`config.mk`:
```
export PLATFORM = sky130hd
export DESIGN_NAME = quad_encoder_array
export DESIGN_NICKNAME = d
export VERILOG_FILES = /design/src/rtl/qenc_pkg.sv /design/src/rtl/qenc_channel.sv /design/src/rtl/quad_encoder_array.sv
export SDC_FILE = /design/constraint.sdc
export NUM_CORES = 1
export LEC_CHECK = 0
export ABC_CLOCK_PERIOD_IN_PS = 8500
export CAP_MARGIN = 40
export CORE_MARGIN = 5
export CORE_UTILIZATION = 50
export DETAILED_ROUTE_END_ITERATION = 12
export PLACE_DENSITY = 0.82
export REMOVE_ABC_BUFFERS = 1
export SETUP_SLACK_MARGIN = 0.1
export SYNTH_ARGS = -nofsm -noshare
export SYNTH_HDL_FRONTEND = slang
export SYNTH_SLANG_ARGS = --single-unit
```
`constraint.sdc`:
```
create_clock -name clk -period 8.5 [get_ports clk]
set_input_delay 0.85 -clock clk [delete_from_list [all_inputs] [get_ports clk]]
set_output_delay 0.85 -clock clk [all_outputs]
set_load 0.03 [all_outputs]
```
`src/rtl/qenc_pkg.sv`:
```
// qenc_pkg: direction encodings, Gray phase type and quadrature step helpers
package qenc_pkg;
  typedef enum logic [1:0] {DIR_IDLE = 2'b00, DIR_CW = 2'b01, DIR_CCW = 2'b10} dir_t;
  typedef enum logic [1:0] {PH_00 = 2'b00, PH_01 = 2'b01, PH_11 = 2'b11, PH_10 = 2'b10} phase_t;
  function automatic phase_t cw_next(input phase_t p);
    return phase_t'({p[0], ~p[1]});
  endfunction
  function automatic phase_t ccw_next(input phase_t p);
    return phase_t'({~p[0], p[1]});
  endfunction
endpackage

```
`src/rtl/qenc_channel.sv`:
```
// qenc_channel: one encoder channel (sync, filter, decode, position, direction, error).
// Step-period measurement is built only when QENC_VELOCITY_EN is defined.
module qenc_channel
  import qenc_pkg::*;
#(
  parameter int POS_W       = 32,
  parameter int FILT_LEN    = 4,
  parameter int IDLE_CYCLES = 5_000_000,
  parameter int PER_W       = 24
) (
  input  logic             clk,
  input  logic             reset,
  input  logic             a_raw,
  input  logic             b_raw,
  input  logic             clear,
  output logic [1:0]       dir,
  output logic [POS_W-1:0] position,
  output logic             error,
  output logic [PER_W-1:0] period
);
  localparam int FW = $clog2(FILT_LEN + 1);
  localparam int IW = $clog2(IDLE_CYCLES + 1);
  logic [1:0] s1, s2, smp, lvl;
  logic [1:0][FW-1:0] cnt;
  phase_t cur, last;
  logic cw, ccw, bad, idle_hit;
  logic [IW-1:0] idle;
  // smp is the filter's own sampling stage, so acceptance lands 3+FILT_LEN edges after capture
  always_ff @(posedge clk or posedge reset)
    if (reset) begin
      s1   <= '0;
      s2   <= '0;
      smp  <= '0;
      lvl  <= '0;
      cnt  <= '0;
      last <= PH_00;
    end else begin
      s1   <= {a_raw, b_raw};
      s2   <= s1;
      smp  <= s2;
      last <= cur;
      for (int k = 0; k < 2; k++)
        if (smp[k] == lvl[k]) cnt[k] <= '0;
        else if (cnt[k] == FW'(FILT_LEN - 1)) begin
          lvl[k] <= smp[k];
          cnt[k] <= '0;
        end else cnt[k] <= cnt[k] + 1'b1;
    end
  always_comb begin
    cur      = phase_t'(lvl);
    cw       = cur == cw_next(last);
    ccw      = cur == ccw_next(last);
    bad      = (cur ^ last) == 2'b11;
    idle_hit = idle == IW'(IDLE_CYCLES);
  end
  always_ff @(posedge clk or posedge reset)
    if (reset) begin
      position <= '0;
      error    <= 1'b0;
      dir      <= DIR_IDLE;
      idle     <= '0;
    end else begin
      position <= clear ? '0 : cw ? position + 1'b1 : ccw ? position - 1'b1 : position;
      error    <= !clear && (error || bad);
      idle     <= (cw || ccw) ? '0 : idle_hit ? idle : idle + 1'b1;
      dir      <= cw ? DIR_CW : ccw ? DIR_CCW : idle_hit ? DIR_IDLE : dir;
    end
`ifdef QENC_VELOCITY_EN
  logic [PER_W-1:0] pcnt;
  // a saturated count means "unknown/too slow", reported as all-ones
  always_ff @(posedge clk or posedge reset)
    if (reset) begin
      pcnt   <= '1;
      period <= '1;
    end else if (cw || ccw) begin
      period <= &pcnt ? pcnt : pcnt + 1'b1;
      pcnt   <= '0;
    end else if (idle_hit) begin
      period <= '1;
      pcnt   <= '1;
    end else if (!(&pcnt)) pcnt <= pcnt + 1'b1;
`else
  assign period = '1;
`endif
endmodule

```
`src/rtl/quad_encoder_array.sv`:
```
// quad_encoder_array: NUM_CH independent quadrature decoders; wiring only.
// Define QENC_VELOCITY_EN to enable per-channel step-period measurement.
module quad_encoder_array
  import qenc_pkg::*;
#(
  parameter int NUM_CH      = 2,
  parameter int POS_W       = 32,
  parameter int FILT_LEN    = 4,
  parameter int CLK_FREQ    = 50_000_000,
  parameter int IDLE_CYCLES = CLK_FREQ / 10,
  parameter int PER_W       = 24
) (
  input  logic                    clk,
  input  logic                    reset,
  input  logic [NUM_CH-1:0]       ENCA_raw,
  input  logic [NUM_CH-1:0]       ENCB_raw,
  input  logic [NUM_CH-1:0]       clear,
  output logic [2*NUM_CH-1:0]     DIR,
  output logic [POS_W*NUM_CH-1:0] position,
  output logic [NUM_CH-1:0]       error,
  output logic [PER_W*NUM_CH-1:0] period
);
  for (genvar i = 0; i < NUM_CH; i++) begin : g_ch
    qenc_channel #(
      .POS_W(POS_W), .FILT_LEN(FILT_LEN), .IDLE_CYCLES(IDLE_CYCLES), .PER_W(PER_W)
    ) u_ch (
      .clk     (clk),
      .reset   (reset),
      .a_raw   (ENCA_raw[i]),
      .b_raw   (ENCB_raw[i]),
      .clear   (clear[i]),
      .dir     (DIR[2*i +: 2]),
      .position(position[i*POS_W +: POS_W]),
      .error   (error[i]),
      .period  (period[i*PER_W +: PER_W])
    );
  end
endmodule

```
==> results.sh <==
export IMPL_cts_hold_buf=0
export IMPL_start_kind="flop"
export IMPL_use_met3=0.0375
export IMPL_busiest_layer="met2"
export IMPL_synth_edf_count=0
export IMPL_hpwl_um=14400
export IMPL_rsz0062_at_grt="false"
export IMPL_cts_made_buffers=17
export IMPL_holdCritStartpoint="g_ch[1].u_ch.s1[1]"
export IMPL_io_pins=126
export IMPL_finalCritPeriodShare=0.498
export IMPL_synth_area_leaders="dfrtp_1 (39%), ha_1 (11%), xor2_1 (5.7%)"
export IMPL_clock_latency_ns=0.44
export IMPL_holdPathEnd="g_ch[1].u_ch.s2[1]"
export IMPL_cts_resized_gates=0
export IMPL_wl_per_cell_um=15.2
export IMPL_cp_max_fo=40
export IMPL_first_iter_violations=460
export IMPL_cpMaxStageDelayCell="or2_2"
export IMPL_final_setup_tns_ns=0
export IMPL_arrival_ns=4.55
export IMPL_reg2reg_from="g_ch[1].u_ch.cur[0]"
export IMPL_cts_setup_buffers=0
export IMPL_drive_gt1_frac=0.0502
export IMPL_rows=50
export IMPL_yosysUniqueCellTypes=64
export IMPL_synthArstFlopShare=1.00
export IMPL_start_util=0.509
export IMPL_clk_pin_slew_ns=0.07
export IMPL_worstReg2RegEnd="g_ch[1].u_ch.position[31]"
export IMPL_hp_class="flop to flop"
export IMPL_grt_pass1_wl_um=35200
export IMPL_syn_avg_cell_area_um2=9.14
export IMPL_max_freq_ghz=0.236
export IMPL_core_area_mm2=0.0188
export IMPL_utilization=0.588
export IMPL_via_per_inst=5.58
export IMPL_antenna_cells=0
export IMPL_max_stage_delay_ns=0.72
export IMPL_tightest_slew_ns=0.879
export IMPL_drc=0
export IMPL_area_growth_pct=15.5
export IMPL_first_pass_iters=4
export IMPL_vias=7645
export IMPL_r2r_cells=12
export IMPL_required_ns=8.82
export IMPL_grt_use_met1=0.251
export IMPL_synth_seq_cells=148
export IMPL_grt_pass1_vias=7563
export IMPL_clk_path_buf_depth=2
export IMPL_endpoint_kind="flop"
export IMPL_synth_top_area_frac=0.387
export IMPL_grt_usage=0.191
export IMPL_htreeDepth=4
export IMPL_antenna_found_initial=0
export IMPL_synth_area_mm2=0.00956
export IMPL_postLayoutSetupSlackWorst_ns=4.27
export IMPL_slew_viol_final=0
export IMPL_numClockSinks=148
export IMPL_hold_depth=0
export IMPL_worst_clock_skew_ns=0.0152
export IMPL_layout_nets=1214
export IMPL_synth_warnings=0
export IMPL_max_cap_viol_count=0
export IMPL_die_x_um=148
export IMPL_rrSetupSlack_ns=4.27
export IMPL_finalWirelength_um=20800
export IMPL_grt_overflow=0
export IMPL_status="finished, final reports clean"
export IMPL_grt_max_degree=76
export IMPL_yosysTopAreaCell="dfrtp_1"
export IMPL_relSlewSlack=0.409
export IMPL_dieArea_mm2=0.0220
export IMPL_synth_main_ff_cell="dfrtp_1"
export IMPL_syn_instance_count=1046
export IMPL_finalCriticalPeriod_ns=4.23
export IMPL_hold_viol_final=0
export IMPL_path_class="flop to flop"
export IMPL_dieHeight_um=148
export IMPL_gp_congestion=0.895
export IMPL_yosysSeqAreaShare=0.387
export IMPL_cp_cell_sequence="xnor2_1 -> or2_2 -> ha_1 -> a211oi_1 -> o211ai_1 -> a221oi_1 -> nand2_1 -> a211oi_1 -> o31ai_1 -> a21oi_1 -> mux2_1 -> mux2_1"
export IMPL_fill_cells=1556
export IMPL_clock_root_buffer="clkbuf_16"
export IMPL_cts_tree="done"
export IMPL_ant_nets=0
export IMPL_finalSetupViolCount=0
export IMPL_met2_usage=0.325
export IMPL_pre_cts_ws_ns=4.39
export IMPL_io_buffers=77
kinds of logic after synthesis:
kind of cell,Yosys count,share of synthesized area
simple gates,372,0.184
compound gates,237,0.157
flops,148,0.387
xor+xnor,103,0.0944
buf+inv,93,0.0562
fa+ha+maj,84,0.112
mux,8,0.00916
other cells,1,0.000392
cell type report:
class / instances / area (um^2) / share of cell area
Tap cell: 234 / 293 / 0.0265
Inverter: 15 / 61.3 / 0.00555
Clock buffer: 17 / 425 / 0.0385
Clock inverter: 15 / 163 / 0.0147
Sequential cell: 148 / 3700 / 0.335
Timing Repair Buffer: 88 / 882 / 0.0799
Multi-Input combinational cell: 852 / 5510 / 0.499
worst max-delay path: cells and delay by family (launching register included):
| kind | cells | cell delay [ns] |
|---|---|---|
| compound gates | 6 | 1.42 |
| xor+xnor | 1 | 0.26 |
| fa+ha+maj | 1 | 0.40 |
| flops | 1 | 0.46 |
| mux | 2 | 0.65 |
| simple gates | 2 | 0.90 |
how the worst max path moves through the flow:
stage / start / end / slack (ns) / cells past startpoint
floorplan: reset / g_ch[0].u_ch.cnt[0] / 3.67 / 1
detailed placement: g_ch[1].u_ch.cur[0] / g_ch[1].u_ch.position[31] / 4.39 / 12
CTS: g_ch[1].u_ch.cur[0] / g_ch[1].u_ch.position[31] / 4.28 / 12
finish: g_ch[1].u_ch.cur[0] / g_ch[1].u_ch.position[31] / 4.27 / 12
global placement: g_ch[1].u_ch.cur[0] / g_ch[1].u_ch.position[31] / 4.49 / 12
global route: g_ch[1].u_ch.cur[0] / g_ch[1].u_ch.position[31] / 3.89 / 12
registers in the layout (all words and copies together) (netlist names):
name,flops
g_ch.u_ch.error,2
g_ch.u_ch.idle,46
g_ch.u_ch.position,64
g_ch.u_ch.smp,4
g_ch.u_ch.cur,4
g_ch.u_ch.dir,4
g_ch.u_ch.s1,4
g_ch.u_ch.s2,4
g_ch.u_ch.cnt,12
g_ch.u_ch.last,4
cells in the mapped netlist, types with 5 or more instances:
| cell type | number |
|---|---|
| clkbuf_1 | 24 |
| buf_4 | 50 |
| dfrtp_1 | 148 |
| nand4_1 | 16 |
| o21a_1 | 5 |
| xor2_1 | 62 |
| and3_1 | 15 |
| nand3_1 | 33 |
| ha_1 | 82 |
| nor4b_1 | 5 |
| nor3b_1 | 5 |
| a21o_1 | 32 |
| o31ai_1 | 5 |
| or4_1 | 5 |
| nor3_1 | 14 |
| a211oi_1 | 25 |
| a31oi_1 | 8 |
| nor2b_1 | 13 |
| xnor2_1 | 41 |
| o21ai_0 | 27 |
| or3_1 | 9 |
| inv_1 | 15 |
| nand2_1 | 132 |
| nand2b_1 | 8 |
| o21ai_1 | 8 |
| and2_1 | 5 |
| a21oi_1 | 98 |
| nor2_1 | 93 |
layout by cell type (no fill, tap or decap), types with 4 or more instances in the layout:
cell | netlist | final
nor4_1 | 4 | 4
or3_1 | 9 | 9
and3_1 | 15 | 15
clkdlybuf4s50_1 | 0 | 77
nor3_1 | 14 | 14
mux2_2 | 4 | 4
inv_6 | 0 | 6
ha_1 | 82 | 82
nand2_1 | 132 | 131
a21o_1 | 32 | 32
and2_1 | 5 | 5
nor2b_1 | 13 | 13
a211oi_1 | 25 | 25
conb_1 | 1 | 48
o21ai_1 | 8 | 8
nand3b_1 | 4 | 4
o21ai_0 | 27 | 27
inv_1 | 15 | 14
nand4_1 | 16 | 16
o21a_1 | 5 | 5
dfrtp_1 | 148 | 148
xnor2_1 | 41 | 40
nand4b_1 | 4 | 4
o31ai_1 | 5 | 5
xor2_1 | 62 | 61
nor3b_1 | 5 | 5
a31oi_1 | 8 | 8
nor4b_1 | 5 | 5
or4_1 | 5 | 5
and4_1 | 4 | 4
nand3_1 | 33 | 33
buf_4 | 50 | 7
clkbuf_16 | 0 | 17
nor2_1 | 93 | 93
nand2b_1 | 8 | 8
a21oi_1 | 98 | 98
metal layers:
layer	wire [um]	share of wire
met1	9370	0.45
met2	10100	0.49
met3	1020	0.049
met4	292	0.014
met5	0	0
stage by stage:
| step | instances | hold WS [ns] | area [um^2] |
|---|---|---|---|
| after global placement | 1333 | 0.334 | 10400 |
| after detailed placement | 1337 | 0.336 | 10500 |
| after floorplan | 1015 | 0.331 | 9260 |
| final | 1369 | 0.349 | 11000 |
| after CTS | 1369 | 0.351 | 11000 |
| after global routing | 1369 | 0.359 | 11000 |
Power is not shown: default switching activity piles up to over one toggle a cycle in this logic, so the estimate is an artifact.
